<file path="config.mk">
export PLATFORM = sky130hd
export DESIGN_NAME = pq_cmd_sequencer
export DESIGN_NICKNAME = d
export VERILOG_FILES = /design/src/rtl/pq_cmd_sequencer.sv
export SDC_FILE = /design/constraint.sdc
export NUM_CORES = 1
export LEC_CHECK = 0
export BUFFER_PORTS_ARGS = -buffer_cell sky130_fd_sc_hd__buf_4
export CORE_MARGIN = 5
export CORE_UTILIZATION = 35
export CTS_CLUSTER_SIZE = 12
export DETAILED_ROUTE_END_ITERATION = 7
export RECOVER_POWER = 100
export SLEW_MARGIN = 10
export SYNTH_ARGS = -nofsm -noshare
export SYNTH_HDL_FRONTEND = slang
export SYNTH_SLANG_ARGS = --single-unit
</file>
<file path="constraint.sdc">
create_clock -name i_CLK -period 4.42 [get_ports i_CLK]
set_input_delay 0.221 -clock i_CLK [delete_from_list [all_inputs] [get_ports i_CLK]]
set_output_delay 0.221 -clock i_CLK [all_outputs]
set_load 0.03 [all_outputs]
</file>
<file path="src/rtl/pq_cmd_sequencer.sv">
// Command sequencer in front of the register-tree max-heap priority queue.
// Define PQ_SEQ_REPLACE_EN to merge a pop and a pending push into one replace command.
module pq_cmd_sequencer #(
   parameter int DATA_WIDTH    = 16,
   parameter int QUEUE_SIZE    = 3,
   parameter int FIFO_DEPTH    = 4,
   parameter int SETTLE_CYCLES = $clog2(QUEUE_SIZE)
) (
   input  logic                  i_CLK,
   input  logic                  i_RST,
   input  logic                  i_enq_valid,
   output logic                  o_enq_ready,
   input  logic [DATA_WIDTH-1:0] i_enq_data,
   input  logic                  i_deq_valid,
   output logic                  o_deq_ready,
   output logic                  o_rsp_valid,
   input  logic                  i_rsp_ready,
   output logic [DATA_WIDTH-1:0] o_rsp_data,
   output logic                  o_zero_drop,
   output logic                  o_pq_wrt,
   output logic                  o_pq_read,
   output logic [DATA_WIDTH-1:0] o_pq_data,
   input  logic                  i_pq_full,
   input  logic                  i_pq_empty,
   input  logic [DATA_WIDTH-1:0] i_pq_data
);

   localparam int AW  = (FIFO_DEPTH < 2) ? 1 : $clog2(FIFO_DEPTH);
   localparam int SCW = (SETTLE_CYCLES < 1) ? 1 : $clog2(SETTLE_CYCLES + 1);

   localparam logic [AW:0]            FIFO_FULL_CNT = (AW+1)'(FIFO_DEPTH);
   localparam logic [SCW-1:0]         SETTLE_LOAD   = SCW'(SETTLE_CYCLES);
   localparam logic [DATA_WIDTH-1:0]  DATA_ZERO     = {DATA_WIDTH{1'b0}};

   localparam logic [1:0] ST_IDLE   = 2'd0;
   localparam logic [1:0] ST_ISSUE  = 2'd1;
   localparam logic [1:0] ST_SETTLE = 2'd2;

`ifdef PQ_SEQ_REPLACE_EN
   localparam logic REPLACE_EN = 1'b1;
`else
   localparam logic REPLACE_EN = 1'b0;
`endif

   logic [DATA_WIDTH-1:0] fifo_mem_r [FIFO_DEPTH];
   logic [AW-1:0]         wr_ptr_r;
   logic [AW-1:0]         rd_ptr_r;
   logic [AW:0]           count_r;

   logic [1:0]            state_r;
   logic [SCW-1:0]        settle_cnt_r;
   logic                  pq_wrt_r;
   logic                  pq_read_r;
   logic [DATA_WIDTH-1:0] pq_data_r;
   logic                  rsp_valid_r;
   logic [DATA_WIDTH-1:0] rsp_data_r;
   logic                  zero_drop_r;

   logic                  enq_ready_s;
   logic                  enq_hs_s;
   logic                  push_s;
   logic                  pop_s;
   logic                  fifo_ne_s;
   logic                  deq_ok_s;
   logic                  take_rep_s;
   logic                  take_rd_s;
   logic                  take_wr_s;
   logic [DATA_WIDTH-1:0] head_s;

   // Enqueue handshake qualification and FIFO status.
   always_comb begin
      enq_ready_s = (count_r != FIFO_FULL_CNT);
      enq_hs_s    = i_enq_valid && enq_ready_s;
      push_s      = enq_hs_s && (i_enq_data != DATA_ZERO);
      fifo_ne_s   = (count_r != {(AW+1){1'b0}});
      head_s      = fifo_mem_r[rd_ptr_r];
      deq_ok_s    = i_deq_valid && !i_pq_empty && !rsp_valid_r;
   end

   // IDLE command arbitration: replace, then read, then write.
   always_comb begin
      take_rep_s = 1'b0;
      take_rd_s  = 1'b0;
      take_wr_s  = 1'b0;
      if (state_r == ST_IDLE) begin
         if (REPLACE_EN && deq_ok_s && fifo_ne_s) begin
            take_rep_s = 1'b1;
         end else if (deq_ok_s) begin
            take_rd_s = 1'b1;
         end else if (fifo_ne_s && !i_pq_full) begin
            take_wr_s = 1'b1;
         end else begin
            take_wr_s = 1'b0;
         end
      end else begin
         take_rep_s = 1'b0;
      end
      pop_s = take_rep_s || take_wr_s;
   end

   // Enqueue buffer storage; contents need no reset since count gates every read.
   always_ff @(posedge i_CLK) begin
      if (push_s) begin
         fifo_mem_r[wr_ptr_r] <= i_enq_data;
      end
   end

   // Enqueue buffer pointers and occupancy.
   always_ff @(posedge i_CLK) begin
      if (i_RST) begin
         wr_ptr_r <= {AW{1'b0}};
         rd_ptr_r <= {AW{1'b0}};
         count_r  <= {(AW+1){1'b0}};
      end else begin
         if (push_s) begin
            wr_ptr_r <= wr_ptr_r + AW'(1);
         end
         if (pop_s) begin
            rd_ptr_r <= rd_ptr_r + AW'(1);
         end
         case ({push_s, pop_s})
            2'b10:   count_r <= count_r + (AW+1)'(1);
            2'b01:   count_r <= count_r - (AW+1)'(1);
            default: count_r <= count_r;
         endcase
      end
   end

   // Zero-valued enqueues are accepted but flagged instead of stored.
   always_ff @(posedge i_CLK) begin
      if (i_RST) begin
         zero_drop_r <= 1'b0;
      end else begin
         zero_drop_r <= enq_hs_s && (i_enq_data == DATA_ZERO);
      end
   end

   // Command FSM: one ISSUE cycle, then a settle window so the heap can reorder.
   always_ff @(posedge i_CLK) begin
      if (i_RST) begin
         state_r      <= ST_IDLE;
         settle_cnt_r <= {SCW{1'b0}};
         pq_wrt_r     <= 1'b0;
         pq_read_r    <= 1'b0;
         pq_data_r    <= DATA_ZERO;
      end else begin
         case (state_r)
            ST_IDLE: begin
               if (take_rep_s || take_rd_s || take_wr_s) begin
                  state_r   <= ST_ISSUE;
                  pq_wrt_r  <= take_rep_s || take_wr_s;
                  pq_read_r <= take_rep_s || take_rd_s;
                  pq_data_r <= (take_rep_s || take_wr_s) ? head_s : DATA_ZERO;
               end else begin
                  pq_wrt_r  <= 1'b0;
                  pq_read_r <= 1'b0;
                  pq_data_r <= DATA_ZERO;
               end
            end
            ST_ISSUE: begin
               state_r      <= ST_SETTLE;
               settle_cnt_r <= SETTLE_LOAD;
               pq_wrt_r     <= 1'b0;
               pq_read_r    <= 1'b0;
               pq_data_r    <= DATA_ZERO;
            end
            ST_SETTLE: begin
               if (settle_cnt_r <= SCW'(1)) begin
                  state_r      <= ST_IDLE;
                  settle_cnt_r <= {SCW{1'b0}};
               end else begin
                  settle_cnt_r <= settle_cnt_r - SCW'(1);
               end
            end
            default: begin
               state_r      <= ST_IDLE;
               settle_cnt_r <= {SCW{1'b0}};
               pq_wrt_r     <= 1'b0;
               pq_read_r    <= 1'b0;
               pq_data_r    <= DATA_ZERO;
            end
         endcase
      end
   end

   // Root is captured at the end of a read/replace ISSUE and held until consumed.
   always_ff @(posedge i_CLK) begin
      if (i_RST) begin
         rsp_valid_r <= 1'b0;
         rsp_data_r  <= DATA_ZERO;
      end else if ((state_r == ST_ISSUE) && pq_read_r) begin
         rsp_valid_r <= 1'b1;
         rsp_data_r  <= i_pq_data;
      end else if (rsp_valid_r && i_rsp_ready) begin
         rsp_valid_r <= 1'b0;
      end else begin
         rsp_valid_r <= rsp_valid_r;
      end
   end

   assign o_enq_ready = enq_ready_s;
   assign o_deq_ready = (take_rep_s || take_rd_s) && !i_RST;
   assign o_rsp_valid = rsp_valid_r;
   assign o_rsp_data  = rsp_data_r;
   assign o_zero_drop = zero_drop_r;
   assign o_pq_wrt    = pq_wrt_r;
   assign o_pq_read   = pq_read_r;
   assign o_pq_data   = pq_data_r;

endmodule

</file>
Word level (Yosys, flattened, before mapping)
Memory sizes are Yosys's and may differ from the RTL's. A register that Yosys moved wholly into a read port is not among the register bits.
Cells that the tools add are included.
{ "word_totals": {"regBits": 47, "ramBits": 64, "input_bits": 39, "elab_cells": 70, "mem_count": 1} }
{ "memory_table": {"columns": ["name", "words", "word_bits", "rd", "rd_ports_with_merged_regs", "wr", "line_no", "rtl"], "rows": [
  ["fifo_mem_r", 4, 16, 1, 1, 1, "45", "logic [DATA_WIDTH-1:0] fifo_mem_r [FIFO_DEPTH];"]
]} }
{ "op_classes": {"addsub": 5, "magnitude_cmp": 1, "eq_ne": 7, "muxes": 24, "n_reduce_logical": 21} }
{ "ops": {"columns": ["op", "count"], "rows": [
  ["$mux 16", 2],
  ["$pmux 16 s2", 1],
  ["$logic_not 16->1", 1],
  ["$reduce_bool 16->1", 1],
  ["$pmux 2 s3", 2],
  ["$mux 1", 11],
  ["$mux 2", 5],
  ["$logic_and 1x1->1", 9],
  ["$pmux 3 s2", 1],
  ["$add 2x1->2 const B", 2],
  ["$eq 2x1->1 const B", 2],
  ["$eq 2x2->1 const B", 2],
  ["$logic_not 1->1", 4],
  ["$pmux 1 s2", 2],
  ["$reduce_bool 2->1", 2],
  ["$add 3x1->3 const B", 1],
  ["$ne 3x3->1 const B", 1],
  ["$reduce_bool 3->1", 1],
  ["$sub 3x1->3 const B", 1],
  ["$le 2x1->1 const B", 1],
  ["$logic_not 2->1", 1],
  ["$ne 2x1->1 const B", 1],
  ["$ne 2x2->1 const B", 1],
  ["$reduce_and 2->1", 1],
  ["2 further kinds", 2]
]} }

Longest topological paths before layout
{ "depth": {"word_depth": 8, "depth_mapped": 11} }

Worst setup path after synthesis
No wires, ideal clock.
{ "synth_timing": {"path_kind": "reg-to-reg", "from": "register count_r[0]", "to": "register count_r[2]", "setup_time_ns": 0.070, "t_arrival_ns": 2.338, "required_time_ns": 4.350, "setup_slack_ns": 2.012, "path_stages_with_launch": 12, "n_path_buf": 1, "cell_sequence": "dfxtp_1 -> inv_1 -> nand3_1 -> and3_1 -> clkbuf_1 -> inv_1 -> ha_1 -> inv_1 -> fa_1 -> xor2_1 -> or3_1 -> a21oi_1"} }
{ "synth_lines": {"columns": ["element", "line_no", "rtl"], "rows": [
  ["start, declared", "48", "logic [AW:0] count_r;"],
  ["start signal, assigned", "113", "count_r <= {(AW+1){1'b0}};"],
  ["start signal, assigned", "122", "2'b10: count_r <= count_r + (AW+1)'(1);"],
  ["start signal, assigned", "123", "2'b01: count_r <= count_r - (AW+1)'(1);"],
  ["$ne 3x3->1 *", "72", "enq_ready_s = (count_r != FIFO_FULL_CNT);"],
  ["via o_enq_ready", "12", "output logic o_enq_ready,"],
  ["$logic_and 1x1->1 *", "73", "enq_hs_s = i_enq_valid && enq_ready_s;"],
  ["$logic_and 1x1->1 *", "74", "push_s = enq_hs_s && (i_enq_data != DATA_ZERO);"],
  ["$eq 2x1->1 / $eq 2x2->1 (equally long branches)", "121", "case ({push_s, pop_s})"],
  ["$pmux 3 s2 / $reduce_bool 2->1 (equally long branches)", null, null]
]} }
Mark *: on every way through the listed nets, which the timed path passes. The rest lies on a longest branch.
A chain may end at the register's enable or synchronous reset.

Worst setup path after layout
{ "layout_timing": {"from": "register state_r[1]", "to": "register count_r[2]"} }
{ "layout_between": {"elab_chain_cells": 4} }
{ "layout_rtl": {"columns": ["element", "line_no", "rtl"], "rows": [
  ["start, declared", "50", "logic [1:0] state_r;"],
  ["start signal, assigned", "141", "state_r <= ST_IDLE;"],
  ["start signal, assigned", "150", "state_r <= ST_ISSUE;"],
  ["start signal, assigned", "161", "state_r <= ST_SETTLE;"],
  ["$logic_not 2->1 *", "85", "if (state_r == ST_IDLE) begin"],
  ["$mux 1 *", "85", null],
  ["$eq 2x1->1 / $eq 2x2->1 (equally long branches)", "121", null],
  ["$pmux 3 s2 / $reduce_bool 2->1 (equally long branches)", null, null],
  ["end signal, assigned", "122", null],
  ["end signal, assigned", "123", null],
  ["end signal, assigned", "124", "default: count_r <= count_r;"]
]} }
Mark *: on every way between the ends. The rest lies on a longest branch, timed or not.

==> metrics.cfg <==
[critical_path]
path_class = reg -> reg
startpoint_type = flip-flop
cp_slowest_stage_delay_ns = 0.87
worstPathRequired_ns = 4.75
crit_fanout = 8
cp-end-kind = flip-flop
crit_family = simple AND/OR/NAND/NOR gates
slowest_stage = nor4b_1
cp_cell_sequence = inv_1 -> ha_1 -> nor4b_1 -> ha_1 -> inv_1 -> fa_1 -> xor2_1 -> or3_1 -> a21oi_1
worstPathArrival_ns = 3.38
path_buf_inv = 2

[synth]
synth_top_flop_cell = edfxtp_1
synth_top_area_share_pct = 44.9
synth_seq_area_share_pct = 67.8
synth_fa_ha_area_share_pct = 3.10
synth-compound-area-share_pct = 7.10
yosys.area.top_type = edfxtp_1
yosys-top-cells-area = edfxtp_1 45%, dfxtp_1 23%, mux4_2 8.4%
syn-num-nets = 343
synth_edf_count = 64
synth.distinct_cells = 38
synth_top_family_by_area = simple AND/OR/NAND/NOR gates
ys_warn_count = 0
avgSynthCellArea_um2 = 14.6
syn_inst = 294
netlist_area_mm2 = 0.00428
synthMuxAreaShare_pct = 9.38
synthSimpleGateAreaFrac_pct = 9.64
synth-seq-cells = 113
synth_xor_area_share_pct = 0.614
synthArstFlopShare_pct = 0

[layout]
area_delta_synth_final_pct = 25.0
mostFrequentLayoutCells = 64 x edfxtp_1, 56 x clkbuf_1, 49 x dfxtp_1, 35 x nand2_1
diodes = 0
fill_cells = 1145
nets = 424
layout_commonest_cell = edfxtp_1
drive_gt1_share_pct = 20.9

[clocking]
cts_resized = 0
clk_pin_slew_ns = 0.05
hold_buffers = 0
cts_tree = yes
htreeDepth = 4
post-cts-setup-buffers = 0
insertion_delay_ns = 0.41
numCtsBuffers = 17
cts_sinks = 113
clockBufferDepth = 2
clock-root-buffer = clkbuf_16

[timing]
fin_worst_skew_ns = 0.00713
hold_viol = 0
setup_viol = 0
finalMaxSlewViolations = 0
finalCriticalPeriod_ns = 3.05
slew_headroom_pct = 15.9
max_freq_mhz = 328
rsz0062_at_grt = no
worst_pin_slew_ns = 1.26
period_share_pct = 69.0
setup_tns_ns = 0

[flow_run]
drv_cap = 0

[placed_design]
port_buffers = 76
dpl.hpwl_mm = 5.83
gp_congestion = 0.717

[route]
wire_per_inst_um = 16.1
drtIter0Drc = 73
vias_per_cell = 4.84
first_pass_iters = 4
route.detailed.drc = 0
wirelength_mm = 8.62
vias = 2588
antenna_left = 0

[power]
ir_drop_mv = 0.260
p_leak_nw = 1.83
fin_total_pwr_mw = 3.15
p_per_area_mw_per_mm2 = 588

[grt]
antenna_found_initial = 0
grt_max_degree = 40
grt_pass1_vias = 2774
grt_overflow = 0
grt_pass1_wl_mm = 14.0
grt_use_total_pct = 12.9

[min_path]
hp-class = in -> reg

[outcome]
status = complete, no violations

[floorplanning]
core_area_mm2 = 0.0120
initial_core_util_pct = 35.6
die_w_um = 121
dieArea_mm2 = 0.0145
pin_count = 77
num_rows = 40
die_h_um = 121

-- final cells by class --
| type | count | area (um^2) | share of cell area, % |
|---|---|---|---|
| Sequential cell | 113 | 2900 | 54.2 |
| Tap cell | 147 | 184 | 3.44 |
| Clock inverter | 11 | 136 | 2.55 |
| Clock buffer | 21 | 460 | 8.60 |
| Multi-Input combinational cell | 157 | 1260 | 23.5 |
| Inverter | 8 | 30.0 | 0.561 |
| Timing Repair Buffer | 78 | 383 | 7.15 |
-- Yosys cell counts, drive strengths merged (2+ instances only) --
library cell   n
nand2         35
and2           5
nand2b         7
nor4           4
and3           2
a22o          16
o21ai          3
ha             9
nor3           2
nor3b          2
a21oi         24
mux4          16
buf            6
clkbuf        10
edfxtp        64
xor2           2
mux2i          3
nor4b          2
nor2          14
dfxtp         49
inv            8
-- sequential cells by signal (all words and copies together) (netlist names), 2 cells and up, named ones only --
register,cells
fifo_mem_r,64
o_pq_data,16
settle_cnt_r,2
o_rsp_data,16
wr_ptr_r,2
count_r,3
rd_ptr_r,2
state_r,2
-- routing by layer --
layer / track usage [%] / wire length, um / vias to the layer above / share of wire, %
met2: 20.3 / 4100 / 87 / 48
met3: 6.83 / 792 / 11 / 9.2
met5: 0 / 0 / - / 0
met1: 14.5 / 3600 / 1243 / 42
met4: 5.67 / 133 / 0 / 1.5
li1: - / - / 1247 / -
-- tightest hold or removal path: stages --
cell	delay, ns
buf_4	0.11
nand2_1	0.04
a21oi_1	0.05
-- per-stage QoR --
step	instances	hold slack, ns	worst slack, ns	utilization (%)	instance area, um^2
global route	535	0.0559	1.09	44.6	5350
CTS	535	0.0129	1.87	46.4	5580
floorplan	294	0.320	2.01	-	4280
finish	535	0.0610	1.37	44.6	5350
global placement	503	0.432	1.78	41.5	4980
detailed placement	503	0.436	1.74	41.5	4980
-- worst paths after layout --
check,startpoint,cells past startpoint,slack [ns],to
hold reg to reg,o_rsp_data[4],2,0.45,o_rsp_data[4]
setup / recovery,state_r[1],9,1.37,count_r[2]
hold / removal,i_pq_data[6],3,0.06,o_rsp_data[6]
setup reg to reg,state_r[1],9,1.37,count_r[2]
-- cell families after synthesis --
family | after synthesis
AO/OA/AOI/OAI | 45
multiplexers | 20
adder cells (fa/ha/maj) | 10
flip-flops | 113
XOR/XNOR | 3
AND/OR/NAND/NOR | 79
buffers and inverters | 24
-- where the power goes --
group          internal, mW  switching (mW)
Combinational         0.211           0.298
Sequential             1.22          0.0520
Clock                 0.908           0.456
Note: power is estimated with default switching activity, not from simulation.
